--- config.mk ---
export PLATFORM = sky130hd
export DESIGN_NAME = regfile_wr_sched
export DESIGN_NICKNAME = d
export VERILOG_FILES = /design/src/rtl/regfile_wr_sched_pkg.sv /design/src/rtl/regfile_wr_sched_timeout.sv /design/src/rtl/regfile_wr_sched.sv
export SDC_FILE = /design/constraint.sdc
export NUM_CORES = 1
export LEC_CHECK = 0
export CAP_MARGIN = 40
export CORE_UTILIZATION = 41
export CTS_CLUSTER_SIZE = 25
export DETAILED_ROUTE_END_ITERATION = 10
export PLACE_DENSITY = 0.79
export SLEW_MARGIN = 20
export SYNTH_ARGS = -nofsm -noshare
export SYNTH_HDL_FRONTEND = slang
export SYNTH_HIERARCHICAL = 1
export SYNTH_SLANG_ARGS = --single-unit
--- constraint.sdc ---
create_clock -name clk -period 2.5 [get_ports clk]
set_input_delay 0.5 -clock clk [delete_from_list [all_inputs] [get_ports clk]]
set_output_delay 0.5 -clock clk [all_outputs]
set_load 0.1 [all_outputs]
--- src/rtl/regfile_wr_sched_pkg.sv ---
`default_nettype none
// ============================================================================
// Module      : regfile_wr_sched_pkg
// Description : Shared constants and helpers for the register-file write
//               scheduler: instruction classes, OPCODE field positions,
//               FSM state encoding and an OPCODE field decoder.
// Revision    : 1.0 - initial release
// ============================================================================
package regfile_wr_sched_pkg;

   // Instruction classes from I_Decode that need special handling
   localparam logic [3:0] CLS_BASE = 4'd1;   // Rn <= ALU_RES
   localparam logic [3:0] CLS_DUAL = 4'd2;   // Rd <= ALU_RES then Rn <= ADDR_RES
   localparam logic [3:0] CLS_LDST = 4'd8;   // load / store
   localparam logic [3:0] CLS_NOP  = 4'd9;   // no write
   localparam logic [3:0] CLS_RM   = 4'd10;  // Rm <= ALU_RES

   // OPCODE field positions
   localparam int W_BIT  = 21;
   localparam int L_BIT  = 20;
   localparam int RN_LSB = 16;
   localparam int RD_LSB = 12;
   localparam int RM_LSB = 0;

   // Register index of the program counter
   localparam logic [3:0] PC_IDX = 4'd15;

   // Scheduler state encoding
   localparam int         ST_W       = 2;
   localparam logic [1:0] ST_IDLE    = 2'd0;
   localparam logic [1:0] ST_MEMWAIT = 2'd1;
   localparam logic [1:0] ST_WB2     = 2'd2;

   typedef struct packed {
      logic       w;
      logic       l;
      logic [3:0] rn;
      logic [3:0] rd;
      logic [3:0] rm;
   } op_fields_t;

   function automatic op_fields_t decode_fields(input logic [31:0] op);
      op_fields_t f;
      f.w  = op[W_BIT];
      f.l  = op[L_BIT];
      f.rn = op[RN_LSB +: 4];
      f.rd = op[RD_LSB +: 4];
      f.rm = op[RM_LSB +: 4];
      return f;
   endfunction

endpackage : regfile_wr_sched_pkg
`default_nettype wire

--- src/rtl/regfile_wr_sched_timeout.sv ---
`default_nettype none
// ============================================================================
// Module      : wr_timeout_cnt
// Description : Clear/enable/expire counter guarding the wait for load data.
//               expire is combinational and fires on the MAX-th enabled
//               cycle since the last clear; the counter then wraps to 0.
// Ports       : clk, rst   - clock, asynchronous active-high reset
//               clr        - synchronous clear (has priority over en)
//               en         - count this cycle
//               expire     - en is set and this is the MAX-th counted cycle
// Revision    : 1.0 - initial release
// ============================================================================
module wr_timeout_cnt #(
   parameter int MAX = 15
) (
   input  logic clk,
   input  logic rst,
   input  logic clr,
   input  logic en,
   output logic expire
);

   localparam int CW = $clog2(MAX + 1);
   localparam logic [CW-1:0] c_last = CW'(MAX - 1);

   logic [CW-1:0] r_cnt;

   assign expire = en && (r_cnt == c_last);

   always_ff @(posedge clk or posedge rst) begin
      if (rst) begin
         r_cnt <= '0;
      end else if (clr) begin
         r_cnt <= '0;
      end else if (en) begin
         r_cnt <= expire ? '0 : r_cnt + CW'(1);
      end
   end

endmodule : wr_timeout_cnt
`default_nettype wire

--- src/rtl/regfile_wr_sched.sv ---
`default_nettype none
// ============================================================================
// Module      : regfile_wr_sched
// Description : Owns the single register-file write port and sequences every
//               EXE-stage instruction onto it. Produces the write-cycle count
//               (gcnt), the destination/data pair and a PC load strobe; holds
//               EXE off while waiting for load data or issuing the second write
//               of a two-write instruction.
// Ports       : clk, rst          - clock, asynchronous active-high reset
//               in_valid/in_ready - EXE handshake (ready only in IDLE)
//               dec, opcode       - instruction class and instruction word
//               alu_res, addr_res - primary result, updated base
//               mem_rdy/mem_rdata - load data return
//               rf_we/rf_waddr/rf_wdata - registered write port
//               pc_load           - registered, rf_we to r15
//               gcnt              - 0 first write, 1 second write
//               abort             - one-cycle pulse on load-data timeout
// Revision    : 1.0 - initial release
// ============================================================================
module regfile_wr_sched
   import regfile_wr_sched_pkg::*;
#(
   parameter int DW          = 32,
   parameter int MEM_TIMEOUT = 15
) (
   input  logic          clk,
   input  logic          rst,
   input  logic          in_valid,
   output logic          in_ready,
   input  logic [3:0]    dec,
   input  logic [31:0]   opcode,
   input  logic [DW-1:0] alu_res,
   input  logic [DW-1:0] addr_res,
   input  logic          mem_rdy,
   input  logic [DW-1:0] mem_rdata,
   output logic          rf_we,
   output logic [3:0]    rf_waddr,
   output logic [DW-1:0] rf_wdata,
   output logic          pc_load,
   output logic          gcnt,
   output logic          abort
);

   logic [ST_W-1:0] r_state;
   logic [ST_W-1:0] w_state_nxt;

   // Operands captured at acceptance for the deferred writes
   logic            r_cap_w;
   logic [3:0]      r_cap_rn;
   logic [3:0]      r_cap_rd;
   logic [DW-1:0]   r_cap_addr;

   logic            r_we;
   logic [3:0]      r_waddr;
   logic [DW-1:0]   r_wdata;
   logic            r_pc_load;
   logic            r_gcnt;
   logic            r_abort;

   logic            w_we_nxt;
   logic [3:0]      w_waddr_nxt;
   logic [DW-1:0]   w_wdata_nxt;
   logic            w_gcnt_nxt;

   logic            w_accept;
   logic            w_expire;
   logic            w_tmo_clr;
   logic            w_tmo_en;
   op_fields_t      w_f;

   // Only the register/flag fields of the instruction word matter here
   logic            w_unused_opcode;
   assign w_unused_opcode = ^{opcode[31:22], opcode[11:4]};

   assign w_f      = decode_fields(opcode);
   assign in_ready = (r_state == ST_IDLE);
   assign w_accept = in_valid && in_ready;

   // The counter only runs while waiting; a returned beat stops it
   assign w_tmo_clr = (r_state != ST_MEMWAIT);
   assign w_tmo_en  = (r_state == ST_MEMWAIT) && !mem_rdy;

   wr_timeout_cnt #(
      .MAX (MEM_TIMEOUT)
   ) u_tmo (
      .clk    (clk),
      .rst    (rst),
      .clr    (w_tmo_clr),
      .en     (w_tmo_en),
      .expire (w_expire)
   );

   // ------------------------------------------------------------------
   // State register
   // ------------------------------------------------------------------
   always_ff @(posedge clk or posedge rst) begin
      if (rst) begin
         r_state <= ST_IDLE;
      end else begin
         r_state <= w_state_nxt;
      end
   end

   // ------------------------------------------------------------------
   // Next-state logic
   // ------------------------------------------------------------------
   always_comb begin
      w_state_nxt = r_state;
      case (r_state)
         ST_IDLE: begin
            if (w_accept) begin
               if (dec == CLS_DUAL) begin
                  w_state_nxt = ST_WB2;
               end else if (dec == CLS_LDST && w_f.l) begin
                  w_state_nxt = ST_MEMWAIT;
               end
            end
         end
         ST_MEMWAIT: begin
            if (mem_rdy) begin
               // Base write-back is dropped when it targets the load
               // destination: the loaded data wins.
               w_state_nxt = (r_cap_w && (r_cap_rn != r_cap_rd)) ? ST_WB2 : ST_IDLE;
            end else if (w_expire) begin
               w_state_nxt = ST_IDLE;
            end
         end
         ST_WB2:  w_state_nxt = ST_IDLE;
         default: w_state_nxt = ST_IDLE;
      endcase
   end

   // ------------------------------------------------------------------
   // Write-port selection (registered below)
   // ------------------------------------------------------------------
   always_comb begin
      w_we_nxt    = 1'b0;
      w_waddr_nxt = r_waddr;
      w_wdata_nxt = r_wdata;
      w_gcnt_nxt  = 1'b0;
      case (r_state)
         ST_IDLE: begin
            if (w_accept) begin
               case (dec)
                  CLS_BASE: begin
                     w_we_nxt    = 1'b1;
                     w_waddr_nxt = w_f.rn;
                     w_wdata_nxt = alu_res;
                  end
                  CLS_DUAL, 4'd3, 4'd4, 4'd5, 4'd6, 4'd7, 4'd11: begin
                     w_we_nxt    = 1'b1;
                     w_waddr_nxt = w_f.rd;
                     w_wdata_nxt = alu_res;
                  end
                  CLS_RM: begin
                     w_we_nxt    = 1'b1;
                     w_waddr_nxt = w_f.rm;
                     w_wdata_nxt = alu_res;
                  end
                  CLS_LDST: begin
                     // Store with write-back updates the base immediately;
                     // loads defer everything until data returns.
                     if (!w_f.l && w_f.w) begin
                        w_we_nxt    = 1'b1;
                        w_waddr_nxt = w_f.rn;
                        w_wdata_nxt = addr_res;
                     end
                  end
                  default: ;
               endcase
            end
         end
         ST_MEMWAIT: begin
            if (mem_rdy) begin
               w_we_nxt    = 1'b1;
               w_waddr_nxt = r_cap_rd;
               w_wdata_nxt = mem_rdata;
            end
         end
         ST_WB2: begin
            w_we_nxt    = 1'b1;
            w_waddr_nxt = r_cap_rn;
            w_wdata_nxt = r_cap_addr;
            w_gcnt_nxt  = 1'b1;
         end
         default: ;
      endcase
   end

   // ------------------------------------------------------------------
   // Output and capture registers
   // ------------------------------------------------------------------
   always_ff @(posedge clk or posedge rst) begin
      if (rst) begin
         r_we       <= 1'b0;
         r_waddr    <= '0;
         r_wdata    <= '0;
         r_pc_load  <= 1'b0;
         r_gcnt     <= 1'b0;
         r_abort    <= 1'b0;
         r_cap_w    <= 1'b0;
         r_cap_rn   <= '0;
         r_cap_rd   <= '0;
         r_cap_addr <= '0;
      end else begin
         r_we      <= w_we_nxt;
         r_waddr   <= w_waddr_nxt;
         r_wdata   <= w_wdata_nxt;
         r_pc_load <= w_we_nxt && (w_waddr_nxt == PC_IDX);
         r_gcnt    <= w_gcnt_nxt;
         r_abort   <= w_expire;
         if (w_accept) begin
            r_cap_w    <= w_f.w;
            r_cap_rn   <= w_f.rn;
            r_cap_rd   <= w_f.rd;
            r_cap_addr <= addr_res;
         end
      end
   end

   assign rf_we    = r_we;
   assign rf_waddr = r_waddr;
   assign rf_wdata = r_wdata;
   assign pc_load  = r_pc_load;
   assign gcnt     = r_gcnt;
   assign abort    = r_abort;

endmodule : regfile_wr_sched
`default_nettype wire

======== Word level (Yosys, flattened, before mapping) ========
Index checks and enable logic that the tools add are counted.
word-level totals
  register bits after elaboration ......... 87
  bits in latches ......................... 0
  memory bits (writable) .................. 0
  memory bits (read-only) ................. 0
  bits of input ports ..................... 136
  output and inout port bits .............. 41
  memories ................................ 0
operators by class
  add/sub/neg operators ................... 1
  $mul .................................... 0
  divide/modulo/power cells ............... 0
  $lt $le $gt $ge ......................... 0
  equality and inequality tests ........... 22
  shift-type cells ........................ 0
  mux-type cells .......................... 26
  bitwise operators ....................... 0
  reduce and logical (&&, ||, !) cells .... 16
operators with widths
  kind                                                  count
  2-to-1 mux 32 bit                                     3
  one-hot mux 32 bit (3 select lines)                   1
  one-hot mux 32 bit (2 select lines)                   1
  2-to-1 mux 4 bit                                      6
  equality test 4 bit (second input constant)           5
  equality test 4 x 3 -> 1 bit (second input constant)  4
  one-hot mux 4 bit (4 select lines)                    1
  2-to-1 mux 2 bit                                      6
  one-hot mux 4 bit (3 select lines)                    1
  != test 3 x 2 -> 1 bit (second input constant)        3
  OR reduction 9 bit                                    1
  equality test 4 x 2 -> 1 bit (second input constant)  2
  logical AND 1 bit                                     7
  OR reduction 7 bit                                    1
  AND reduction 5 bit                                   1
  adder 4 x 1 -> 4 bit (second input constant)          1
  equality test 4 x 1 -> 1 bit (second input constant)  1
  2-to-1 mux 1 bit                                      4
  != test 2 x 1 -> 1 bit (second input constant)        2
  != test 4 bit                                         1
  one-hot mux 2 bit (2 select lines)                    1
  != test 3 x 1 -> 1 bit (second input constant)        1
  one-hot mux 1 bit (3 select lines)                    1
  AND reduction 3 bit                                   1
  8 further kinds                                       9

======== Logic depth before layout (Yosys ltp) ========
  depth after elaboration ................. 8
  depth in mapped cells ................... 10
  depth with buffers taken out ............ 10

======== Hierarchy ========
Netlist, hierarchy kept.
modules (own cells, without submodules)
  module            instances  cells an instance  area each (µm²)  sequential area each (µm²)
  regfile_wr_sched  1          421                4693.3           2077.0
  wr_timeout_cnt    1          27                 224.0            100.1

======== Worst setup path before layout ========
OpenSTA, ideal clock, no wires.
  path kind ............................... flip-flop to flip-flop
  from .................................... reg r_state[0]
  to ...................................... reg r_pc_load, in the netlist pc_load
  setup time .............................. 0.134 ns
  arrival time ............................ 2.707 ns
  slack ................................... -0.340 ns
  stages on the path, launching flop included .. 9
  clock period less this slack ............ 2.840 ns
  path through ............................ dfrtp_1 inv_1 ha_1 and2_1 clkbuf_1 nand3_1 o221a_2 o32a_1 nor3b_2
between the ends
  longest elaborated chain between the ends .. 6
ends and longest elaborated chain
  item                                    RTL line                 source
  start, declared                         regfile_wr_sched.sv:44   logic [ST_W-1:0] r_state;
  start signal, assigned                  regfile_wr_sched.sv:100  r_state <= w_state_nxt;
  zero test 2 bit (*)                     regfile_wr_sched.sv:76   assign in_ready = (r_state == ST_IDLE);
  net in_ready                            regfile_wr_sched.sv:29   output logic in_ready,
  logical AND 1 bit                       regfile_wr_sched.sv:77   assign w_accept = in_valid && in_ready;
  2-to-1 mux 4 bit                        regfile_wr_sched.sv:143  if (w_accept) begin
  one-hot mux 4 bit (3 select lines) (*)  regfile_wr_sched.sv:141  case (r_state)
  net w_waddr_nxt[0]                      regfile_wr_sched.sv:61   logic [3:0] w_waddr_nxt;
  equality test 4 bit (*)                 regfile_wr_sched.sv:209  r_pc_load <= w_we_nxt && (w_waddr_nxt == PC_IDX);
  logical AND 1 bit (*)                   regfile_wr_sched.sv:209
  end signal, assigned                    regfile_wr_sched.sv:209
  end, declared                           regfile_wr_sched.sv:56   logic r_pc_load;
The timed path passes the listed nets; every way through them passes the cells marked *.
A chain may end at the register's enable or synchronous reset.

======== Worst setup path after layout ========
  from .................................... in dec[0]
  to ...................................... reg r_wdata[27], in the netlist rf_wdata[27]
between the ends
  longest elaborated chain between the ends .. 5
ends and longest elaborated chain
  item                                                        RTL line                 source
  start, declared                                             regfile_wr_sched.sv:30   input logic [3:0] dec,
  equality test 4 x 2 -> 1 bit, or another cell as far along  regfile_wr_sched.sv:144  case (dec)
  OR reduction 9 bit (no source line)                         --
  one-hot mux 32 bit (2 select lines)                         regfile_wr_sched.sv:144
  2-to-1 mux 32 bit                                           regfile_wr_sched.sv:143
  one-hot mux 32 bit (3 select lines)                         regfile_wr_sched.sv:141
  end signal, assigned                                        regfile_wr_sched.sv:208  r_wdata <= w_wdata_nxt;
  end, declared                                               regfile_wr_sched.sv:55   logic [DW-1:0] r_wdata;
Parallel ways exist; a longest one is shown, timed or not. The select of a mux whose other input is x is not followed.

==> impl_metrics.env <==
export IMPL_path_class="input pin to flip-flop"
export IMPL_io_pins=177
export IMPL_syn_inst=448
export IMPL_violations="DRC"
export IMPL_hold_viol_final=0
export IMPL_cts_sinks=87
export IMPL_period_needed_ps=2390
export IMPL_coreArea_um2=11600
export IMPL_grt_usage_pct=23.3
export IMPL_gp_congestion=0.868
export IMPL_detail_route_antenna_nets=0
export IMPL_regToRegEndpoint="rf_wdata[27]$_DFFE_PP0P_"
export IMPL_highest_layer="met4"
export IMPL_final_common_cell="clkdlybuf4s50_1"
export IMPL_tightestPinTransition_ps=669
export IMPL_finalCritPeriodShare_pct=95.7
export IMPL_timing_final_max_slew_violations=0
export IMPL_outcome="finished, violations left"
export IMPL_insertion_delay_ps=330
export IMPL_overflow=0
export IMPL_synth_compound_area_share_pct=19.9
export IMPL_die_area_um2=12400
export IMPL_antenna_found_initial=0
export IMPL_yosys_warnings=6
export IMPL_rows=39
export IMPL_rsz0062_at_grt="no"
export IMPL_setup_tns_ps=0
export IMPL_nets=755
export IMPL_yosys_area_share_simple_pct=10.6
export IMPL_p_leak_nw=2.86
export IMPL_finalSetupViolations=0
export IMPL_r2r_start="r_state[1]$_DFFE_PP0P_"
export IMPL_worst_slack_ps=107
export IMPL_synth_top_area_share_pct=44.3
export IMPL_worstPathMaxFanout=10
export IMPL_synth_top_family_by_area="compound AO/OA/AOI/OAI gates"
export IMPL_drc_errors=11
export IMPL_power_density_nw_per_um2=1430
export IMPL_die_x_um=112
export IMPL_rrSetupSlack_ps=480
export IMPL_htreeDepth=3
export IMPL_post_drt_wl_per_cell_um=18.4
export IMPL_cts_tree="yes"
export IMPL_drt_iter0_drc=364
export IMPL_cts_buffer_depth=2
export IMPL_dr_wl_met3_um=885
export IMPL_hpwl_um=10000
export IMPL_arrival_ps=2610
export IMPL_synth_nets=590
export IMPL_met1_length_um=5900
export IMPL_synth_area_top_cells="dfrtp_1, mux2_2, mux2_4"
export IMPL_end_kind="flip-flop"
export IMPL_grt_max_degree=53
export IMPL_ctsHoldBuffers=0
export IMPL_grt_pass1_vias=4496
export IMPL_drive_gt1_share_pct=27.5
export IMPL_antennaDiodeCount=0
export IMPL_cap_violations=0
export IMPL_synthDistinctLibCells=51
export IMPL_synth_avg_cell_area_um2=11.0
export IMPL_area_growth_pct=42.4
export IMPL_synth_ff_type="dfrtp_1"
export IMPL_firstDrtPassIters=8
export IMPL_synth_seq_cells=87
export IMPL_vias=4347
export IMPL_synth_mux_area_fraction_pct=18.4
export IMPL_yosys_area_share_xor_xnor_pct=0.712
export IMPL_die_h_um=112
export IMPL_initial_utilization_pct=42.5
export IMPL_netlist_area_um2=4920
export IMPL_synth_edf_count=0
export IMPL_vdd_drop_max_mv=0.870
export IMPL_hold_class="input pin to async pin"
export IMPL_finClkSkew_ps=6.60
export IMPL_portBuffers=158
export IMPL_routed_wl_um=14000
export IMPL_crit_path_start_kind="input pin"
export IMPL_async_reset_ff_share_pct=100
export IMPL_slew_limit_headroom_pct=55.4
export IMPL_synth_fa_ha_area_share_pct=1.53
export IMPL_max_freq_mhz=418
export IMPL_numCtsBuffers=9
export IMPL_dr_wl_met2_um=6930
export IMPL_yosysSeqAreaShare_pct=44.3
export IMPL_grt_pass1_wl_um=22800
export IMPL_cp_data_required_time_ps=2720
export IMPL_post_cts_resize_count=0
export IMPL_reg2reg_depth=7
export IMPL_layout_common_cells="clkdlybuf4s50_1, dfrtp_1, buf_4"
export IMPL_cts_setup_buffers=0
export IMPL_synth_top_area_cell="dfrtp_1"
export IMPL_via_per_inst=5.71
export IMPL_preCtsSetupSlack_ps=-224
export IMPL_path_clk_slew_ps=60
export IMPL_cts_root_buf="clkbuf_16"
[cells in the mapped netlist, types with 5 or more instances]
master     n
a211oi_1  31
a21oi_1   49
a22oi_1   34
and2_0    29
and3_1     6
buf_2      7
clkbuf_1  18
dfrtp_1   87
ha_1       6
inv_1     12
mux2_2    53
mux2_4    20
nand2_1   12
nand3_1    8
nor2b_1    5
o21ai_0    6
[where the power goes]
group | internal (mW) | switching [mW]
Combinational | 2.17 | 3.94
Sequential | 2.10 | 0.426
Clock | 0.858 | 0.536
Total | 5.13 | 4.90
[worst max path at each step]
stage                                       from                        to  slack (ps)  cells after the start
after detailed placement                  dec[0]  rf_wdata[19]$_DFFE_PP0P_        -220                      8
after global placement                    dec[0]  rf_wdata[19]$_DFFE_PP0P_        -260                      8
after global routing                      dec[0]  rf_wdata[19]$_DFFE_PP0P_          10                      8
after floorplan           r_state[0]$_DFFE_PP0P_         pc_load$_DFF_PP0_         -30                      8
after CTS                                 dec[0]  rf_wdata[19]$_DFFE_PP0P_         130                      8
final                                     dec[0]  rf_wdata[27]$_DFFE_PP0P_         110                      8
[per-layer routing]
metal / track usage (%) / vias to the layer above
li1: - / 2000
met1: 29.3 / 2147
met2: 39.8 / 175
met3: 3.97 / 25
met4: 9.37 / 0
met5: 0 / -
[layout make-up]
cell class | count | area (um2)
Fill cell | 891 | 4560
Timing Repair Buffer | 189 | 1750
Clock buffer | 14 | 274
Multi-Input combinational cell | 314 | 2540
Tap cell | 143 | 179
Clock inverter | 2 | 37.5
Sequential cell | 87 | 2180
Inverter | 12 | 48.8
[worst max-delay path, stage by stage]
cell and delay, ps:
clkdlybuf4s50_1 480, nand4bb_1 220, nor2b_1 150, o22ai_1 150, nand2_1 120, a211oi_4 350
buf_4 280, mux2_2 360
[per-stage QoR]
stage               utilization, %  cell area [um2]  instances  total power [mW]  hold slack [ps]
floorplan                        -             4920        448              7.19              266
global placement              57.8             6690        745              8.52              488
detailed placement            57.8             6690        745              8.65              496
CTS                           60.5             7000        761              10.1              452
global route                  60.5             7000        761              10.5              486
finish                        60.5             7000        761              10.0              463
[cells by family (layout without fill, tap and decap cells)]
kind of cell	Yosys count	after routing
simple gates	86	86
fa+ha+maj	6	6
xor+xnor	4	4
buf+inv	47	217
compound gates	144	144
mux	74	74
flops	87	87
[sequential cells by signal, summed over array words and instances (netlist names)]
register and count:
r_cap_w 1, r_cap_addr 32, pc_load 1, rf_wdata 32, rf_waddr 4, gcnt 1, u_tmo/r_cnt 4, abort 1
r_state 2, r_cap_rd 4, rf_we 1, r_cap_rn 4
Note: power is estimated with default switching activity, not from simulation.
